==> config.mk <==
export PLATFORM = sky130hd
export DESIGN_NAME = game_controller_event_gen
export DESIGN_NICKNAME = d
export VERILOG_FILES = /design/src/rtl/game_controller_event_gen.sv
export SDC_FILE = /design/constraint.sdc
export NUM_CORES = 1
export LEC_CHECK = 0
export CORE_ASPECT_RATIO = 0.75
export CORE_MARGIN = 4
export CORE_UTILIZATION = 33
export CTS_BUF_LIST = sky130_fd_sc_hd__clkbuf_4
export CTS_CLUSTER_SIZE = 25
export DETAILED_ROUTE_END_ITERATION = 8
export GPL_TIMING_DRIVEN = 0
export HOLD_SLACK_MARGIN = 0.05
export PLACE_DENSITY = 0.66
export SLEW_MARGIN = 25
export SYNTH_ARGS = -nofsm -noshare
export SYNTH_HDL_FRONTEND = slang
export SYNTH_SLANG_ARGS = --single-unit
==> constraint.sdc <==
create_clock -name clk -period 1.1 [get_ports clk]
set_input_delay 0.11 -clock clk [delete_from_list [all_inputs] [get_ports clk]]
set_output_delay 0.11 -clock clk [all_outputs]
set_load 0.01 [all_outputs]
==> src/rtl/game_controller_event_gen.sv <==
// Frame-synchronous button debounce and event generator. Define
// GAME_CONTROLLER_AUTOREPEAT_EN to build the auto-repeat logic; otherwise repeat_pulse is 0.

module game_controller_event_gen_lane (
  input  logic clk,
  input  logic reset,
  input  logic tick,
  input  logic button,
  output logic new_held,
  output logic held,
  output logic pressed,
  output logic released
);
  logic last_sample;

  // A level only takes effect once it has been seen on two consecutive ticks.
  assign new_held = (button == last_sample) ? button : held;

  always_ff @(posedge clk) begin
    if (reset) begin
      last_sample <= 1'b0;
      held        <= 1'b0;
      pressed     <= 1'b0;
      released    <= 1'b0;
    end else if (tick) begin
      last_sample <= button;
      held        <= new_held;
      pressed     <= new_held & ~held;
      released    <= ~new_held & held;
    end else begin
      pressed     <= 1'b0;
      released    <= 1'b0;
    end
  end
endmodule

module game_controller_event_gen #(
  parameter int                   BIT_WIDTH    = 12,
  parameter logic [BIT_WIDTH-1:0] REPEAT_MASK  = 'h0F0,
  parameter int                   REPEAT_DELAY = 20,
  parameter int                   REPEAT_RATE  = 6
) (
  input  logic                 clk,
  input  logic                 reset,
  input  logic                 vsync,
  input  logic [BIT_WIDTH-1:0] buttons,
  output logic [BIT_WIDTH-1:0] held,
  output logic [BIT_WIDTH-1:0] pressed,
  output logic [BIT_WIDTH-1:0] released,
  output logic [BIT_WIDTH-1:0] repeat_pulse,
  output logic                 any_event
);
  logic                 vsync_q;
  logic                 tick;
  logic [BIT_WIDTH-1:0] new_held;

  // vsync_q resets high so a vsync already high at release is not a tick.
  always_ff @(posedge clk) begin
    if (reset) vsync_q <= 1'b1;
    else       vsync_q <= vsync;
  end

  assign tick = vsync & ~vsync_q;

  for (genvar i = 0; i < BIT_WIDTH; i++) begin : g_lane
    game_controller_event_gen_lane u_lane (
      .clk      (clk),
      .reset    (reset),
      .tick     (tick),
      .button   (buttons[i]),
      .new_held (new_held[i]),
      .held     (held[i]),
      .pressed  (pressed[i]),
      .released (released[i])
    );
  end

`ifdef GAME_CONTROLLER_AUTOREPEAT_EN
  logic [7:0]           rcnt;
  logic [7:0]           rcnt_inc;
  logic [7:0]           lim;
  logic                 rphase;
  logic [BIT_WIDTH-1:0] m_new;
  logic [BIT_WIDTH-1:0] m_old;

  assign m_new    = new_held & REPEAT_MASK;
  assign m_old    = held & REPEAT_MASK;
  assign lim      = rphase ? 8'(REPEAT_RATE) : 8'(REPEAT_DELAY);
  assign rcnt_inc = rcnt + 8'd1;

  // Any change to the masked held set restarts the initial delay.
  always_ff @(posedge clk) begin
    if (reset) begin
      rcnt         <= 8'd0;
      rphase       <= 1'b0;
      repeat_pulse <= '0;
    end else if (tick) begin
      if (m_new == '0 || m_new != m_old) begin
        rcnt         <= 8'd0;
        rphase       <= 1'b0;
        repeat_pulse <= '0;
      end else if (rcnt_inc == lim) begin
        rcnt         <= 8'd0;
        rphase       <= 1'b1;
        repeat_pulse <= m_new;
      end else begin
        rcnt         <= rcnt_inc;
        repeat_pulse <= '0;
      end
    end else begin
      repeat_pulse <= '0;
    end
  end

  assign any_event = |(pressed | released | repeat_pulse);
`else
  logic unused_repeat_cfg;

  assign unused_repeat_cfg = ^{REPEAT_MASK, REPEAT_DELAY, REPEAT_RATE};
  assign repeat_pulse      = '0;
  assign any_event         = |(pressed | released);
`endif

endmodule

### After elaboration in Yosys (flattened, before gate mapping)

Index checks and enable logic that the tools add are counted.

| word-level totals | value |
|---|---|
| register bits after elaboration | 49 |
| input bits | 15 |
| output and inout bits | 49 |
| word-level logic and storage cells | 127 |

| operators by class | value |
|---|---|
| equal/unequal tests | 12 |
| muxes and demuxes | 12 |
| bitwise logic cells | 52 |
| reduce and logical (&&, ||, !) cells | 2 |

Operators with widths:

| kind | number |
|---|---|
| 1-bit inverter | 26 |
| 1-bit bitwise AND | 25 |
| 1-bit equality test | 12 |
| 1-bit two-way mux | 12 |
| 12-bit OR | 1 |
| 12-bit OR reduction | 1 |
| 2-bit OR reduction | 1 |

### Depth between registers and ports, before layout

| depth | value |
|---|---|
| depth after elaboration | 4 |
| depth in mapped cells | 6 |
| depth with buffers taken out | 3 |

### By module

A second synthesis with hierarchy kept.

| second synthesis, totals | value |
|---|---|
| cell total of the unflattened synthesis | 228 |
| area, all modules | 2,039.5 µm² |

By module, submodules not included:

| module | times used | cells an instance | area an instance (µm²) | seq. area each (µm²) |
|---|---|---|---|---|
| game_controller_event_gen_lane | 12 | 17 | 155.1 | 80.1 |
| game_controller_event_gen | 1 | 24 | 177.7 | 20.0 |

### Least setup slack after synthesis

No wires, ideal clock.

| timing path | value |
|---|---|
| path kind | reg-to-reg |
| start | register vsync_q |
| end | register g_lane[0].u_lane.released |
| setup time | 0.087 ns |
| arrival time | 1.075 ns |
| required time | 1.013 ns |
| path slack | -0.062 ns |
| cell stages (with the launch flop) | 7 |
| path buffers | 3 |
| clock period less this slack | 1.162 ns |
| path through | dfxtp_1 > and2b_1 > buf_6 > nand2b_4 > buf_6 > buf_12 > nor4b_4 |

| between the ends | value |
|---|---|
| word-level cells in the longest chain between the ends | 4 |

Ends and longest elaborated chain:

| item | RTL line | text |
|---|---|---|
| start: declaration | 53 | `logic vsync_q;` |
| start signal: assignment | 60 | `else vsync_q <= vsync;` |
| 1-bit inverter | 63 | `assign tick = vsync & ~vsync_q;` |
| 1-bit bitwise AND | 63 |  |
| 1-bit inverter (no source line) | n/a |  |
| 2-bit OR reduction (no source line) | n/a |  |
| end signal: assignment | 29 | `released <= ~new_held & held;` |
| end: declaration | 12 | `output logic released` |

No other way between the ends.
A chain may end at the register's enable or synchronous reset.

### Worst setup path after layout

| timing path | value |
|---|---|
| start | register g_lane[8].u_lane.released |
| end | output port any_event |

| between the ends | value |
|---|---|
| word-level cells in the longest chain between the ends | 2 |

Ends and longest elaborated chain:

| item | RTL line | text |
|---|---|---|
| start: declaration | 12 |  |
| start signal: assignment | 29 |  |
| 12-bit OR | 121 | `assign any_event = \|(pressed \| released);` |
| 12-bit OR reduction | 121 |  |
| end: declaration | 51 | `output logic any_event` |

No other way between the ends.

==> results.cfg <==
[timing]
timing.clock.skew_ns = 0.0121
number_of_hold_violations_in_the_final_report = 0
fin_hold_ws_ns = 0.107
slew-limit-headroom_pct = 46.5
period_needed_ns = 1.64
timing_max_transition_violations_final = 0
layout_setup_ws_ns = -0.544
clock.fmax_mhz = 608
final-setup-viol-count = 50
timing.final.crit_share_pct = 149
unrepaired_setup_endpoints_after_global_routing = true
tightestPinTransition_ns = 0.802

[worst_setup_path]
series_of_cell_instances_along_the_critical_path = nor4_4 -> and4_1 -> nand3_1 -> buf_2
critical_path_class = flop to primary output
endpoint_kind = primary output
r2r_end = g_lane[1].u_lane.released$_SDFF_PP0_
path_buf_inv = 1
r2r_cells = 4
worst-r2r-setup-slack_ns = -0.17
crit_family = simple AND/OR/NAND/NOR gates
worst_path_max_delay_cell = sky130_fd_sc_hd__dfxtp_2
worstPathRequired_ns = 0.99
crit-reg2reg-launch = vsync_q$_SDFF_PP1_
critical_path.max_fanout = 2
start_kind = flop
slowest_delay_ns = 0.36
cp.arrival_ns = 1.53

[synth]
post_synth_instance_area_um2 = 2210
yosys_register_bits = 49
largest_family_of_logic_cells_by_synthesized_area = simple AND/OR/NAND/NOR gates
synth-warning-count = 0
syn-instance-count = 230
synth_simple_gate_area_share_pct = 25.6
synth.area.mux_share_pct = 0
synth_area_per_cell_um2 = 9.61
synthAdderAreaFrac_pct = 0
synth_xor_xnor_area_share_pct = 0
synth_compound_gate_area_share_pct = 9.51
yosys.cell_types.count = 20
synth_sequential_area_ratio_pct = 44.4

[clocking]
clkLatencyLatePin_ns = 0.39
ctsHtreeMaxLevel = 2
max-clock-path-buffers = 2
worst_setup_hold_path_clk_slew_ns = 0.15
clock_sinks = 49
clk_root_buffer_cell = sky130_fd_sc_hd__clkbuf_4
cts-buffers-inserted = 5
cts_tree = done
hold_buffers = 0

[worst_hold_path]
worst_hold_class = primary input to flop
hold_depth = 2
hold_start = reset
holdPathEnd = g_lane[3].u_lane.held$_SDFFE_PP0P_

[routing]
route.antenna.remaining_nets = 0
wl_um = 6580
drt_first_iter_violations = 57
route.detailed.drc = 0
route.vias.total = 1864
vias_per_cell = 4.74
detail_route.first_pass.iterations = 4
routed_wire_length_per_instance_um = 16.7

[final_layout]
design.final.nets = 326
multi_input_comb_area_um2 = 1360
final_layout_size_suffix_gt1_share_pct = 76.0
sequential_standard_cell_area_um2 = 1030
n_fill_cell = 518
final_cell_mix = sky130_fd_sc_hd__buf_6, sky130_fd_sc_hd__buf_4, sky130_fd_sc_hd__dfxtp_2
final_common_cell = sky130_fd_sc_hd__buf_6
num_antenna_cells = 0
area_delta_synth_final_pct = 76.3
design_area_um2 = 3890

[status]
violations = setup timing
status = complete, but fails checks

[run]
cap_violations = 0

[global_routing]
grt_overflow = 0
grt_use_total_pct = 14.6
grt_pass1_wl_um = 9070
grt_max_degree = 16
grt_pass1_vias = 1870
grt_antenna_before_repair = 0

[floorplan]
design.die.area_um2 = 8080
placementRows = 25
boundaryPins = 64
core_region_um2 = 6410
starting_density_of_the_core_pct = 34.5
chipHeight_um = 78.9
die-width_um = 102

[placed_design]
placed_cell_area_um2 = 2850
placement.io_buffers = 50
preCtsSetupSlack_ns = -0.529
gp_congestion = 0.760
dp_hpwl_um = 3610

[power]
vdd.ir_drop.worst_uv = 561
power_leakage_nw = 1.45
power-per-cell-area_nw_per_um2 = 866
[registers in the layout, summed over array words and instances (netlist names)]
register and flops:
g_lane.u_lane.last_sample 12, g_lane.u_lane.held 12, vsync_q 1, g_lane.u_lane.released 12, g_lane.u_lane.pressed 12
[report_power, final]
group / internal (mW) / total [mW] / switching, mW
clock network: 0.509 / 1.12 / 0.613
logic: 0.193 / 0.426 / 0.234
registers: 1.79 / 1.83 / 0.0372
[worst reg2reg max path, delay by kind of cell, from the launching register on]
kind                   cells  cell delay (ns)
AND/OR/NAND/NOR            3             0.65
flip-flops                 1             0.34
buffers and inverters      1             0.20
[cells by family (layout without fill, tap and decap cells)]
group                  count (synthesis)  in the layout
buffers and inverters                 60            131
other                                  1             12
AOI/OAI and AO/OA                     36             36
DFF                                   49             49
and+or+nand+nor                       84             84
[synth_stat cells]
library cell	number	share of area (%)
sky130_fd_sc_hd__o31ai_1	12	4.1
sky130_fd_sc_hd__nand2b_4	1	0.62
sky130_fd_sc_hd__dfxtp_1	49	44
sky130_fd_sc_hd__buf_12	1	0.91
sky130_fd_sc_hd__and4_1	1	0.40
sky130_fd_sc_hd__nand2_1	36	6.1
sky130_fd_sc_hd__buf_2	4	0.91
sky130_fd_sc_hd__a21oi_1	24	5.4
sky130_fd_sc_hd__conb_1	1	0.17
sky130_fd_sc_hd__clkbuf_1	4	0.68
sky130_fd_sc_hd__nand2b_1	1	0.28
sky130_fd_sc_hd__buf_6	3	1.5
sky130_fd_sc_hd__and2b_1	1	0.34
sky130_fd_sc_hd__or2_2	1	0.28
sky130_fd_sc_hd__nor4_1	6	1.7
sky130_fd_sc_hd__nor3_1	12	2.7
sky130_fd_sc_hd__buf_4	48	16
sky130_fd_sc_hd__nand3_1	13	2.9
sky130_fd_sc_hd__nor4b_1	4	1.6
sky130_fd_sc_hd__nor4b_4	8	8.6
[metrics by stage]
| stage | util (%) | power [mW] | std cells | TNS, ns |
|---|---|---|---|---|
| 6_report | 60.7 | 3.37 | 393 | -5.12 |
| 5_1_grt | 60.7 | 3.48 | 393 | -6.96 |
| 4_1_cts | 53.2 | 3.28 | 403 | -4.52 |
| 3_5_place_dp | 44.5 | 2.11 | 372 | -18.47 |
| 3_3_place_gp | 44.5 | 2.11 | 372 | -16.92 |
| 2_1_floorplan | - | 1.99 | 241 | -0.521 |
[worst max path at each step]
stage                                            to  slack, ns  cells after the start                                 start
4_1_cts                                   any_event      -0.54                      4   g_lane[9].u_lane.pressed$_SDFF_PP0_
2_1_floorplan  g_lane[0].u_lane.released$_SDFF_PP0_      -0.06                      6                    vsync_q$_SDFF_PP1_
6_report                                  any_event      -0.54                      4  g_lane[8].u_lane.released$_SDFF_PP0_
5_1_grt                                   any_event      -0.61                      4  g_lane[8].u_lane.released$_SDFF_PP0_
3_5_place_dp                              any_event      -0.53                      4  g_lane[8].u_lane.released$_SDFF_PP0_
3_3_place_gp                              any_event      -0.53                      4  g_lane[8].u_lane.released$_SDFF_PP0_
[per-layer routing]
metal	vias to the layer above	track usage, %	wire length (µm)
met5	-	0	0
met4	0	5.11	134
met3	15	3.42	355
met2	51	25.0	3390
met1	897	17.9	2700
li1	901	-	-
[area by class of cell]
type / count / share of cell area [%]
Multi-Input combinational cell: 132 / 34.8
Buffer: 41 / 10.4
Timing Repair Buffer: 82 / 23.5
Tap cell: 81 / 2.60
Clock inverter: 2 / 0.996
Clock buffer: 6 / 1.16
Sequential cell: 49 / 26.5
[what timing repair did]
action,CTS,global route
pin swaps,18,15
gates cloned,4,1
gates resized for setup,261,116
setup endpoints to repair,81,83
setup buffers,23,7
No activity file was read; power rests on OpenSTA's default activity.
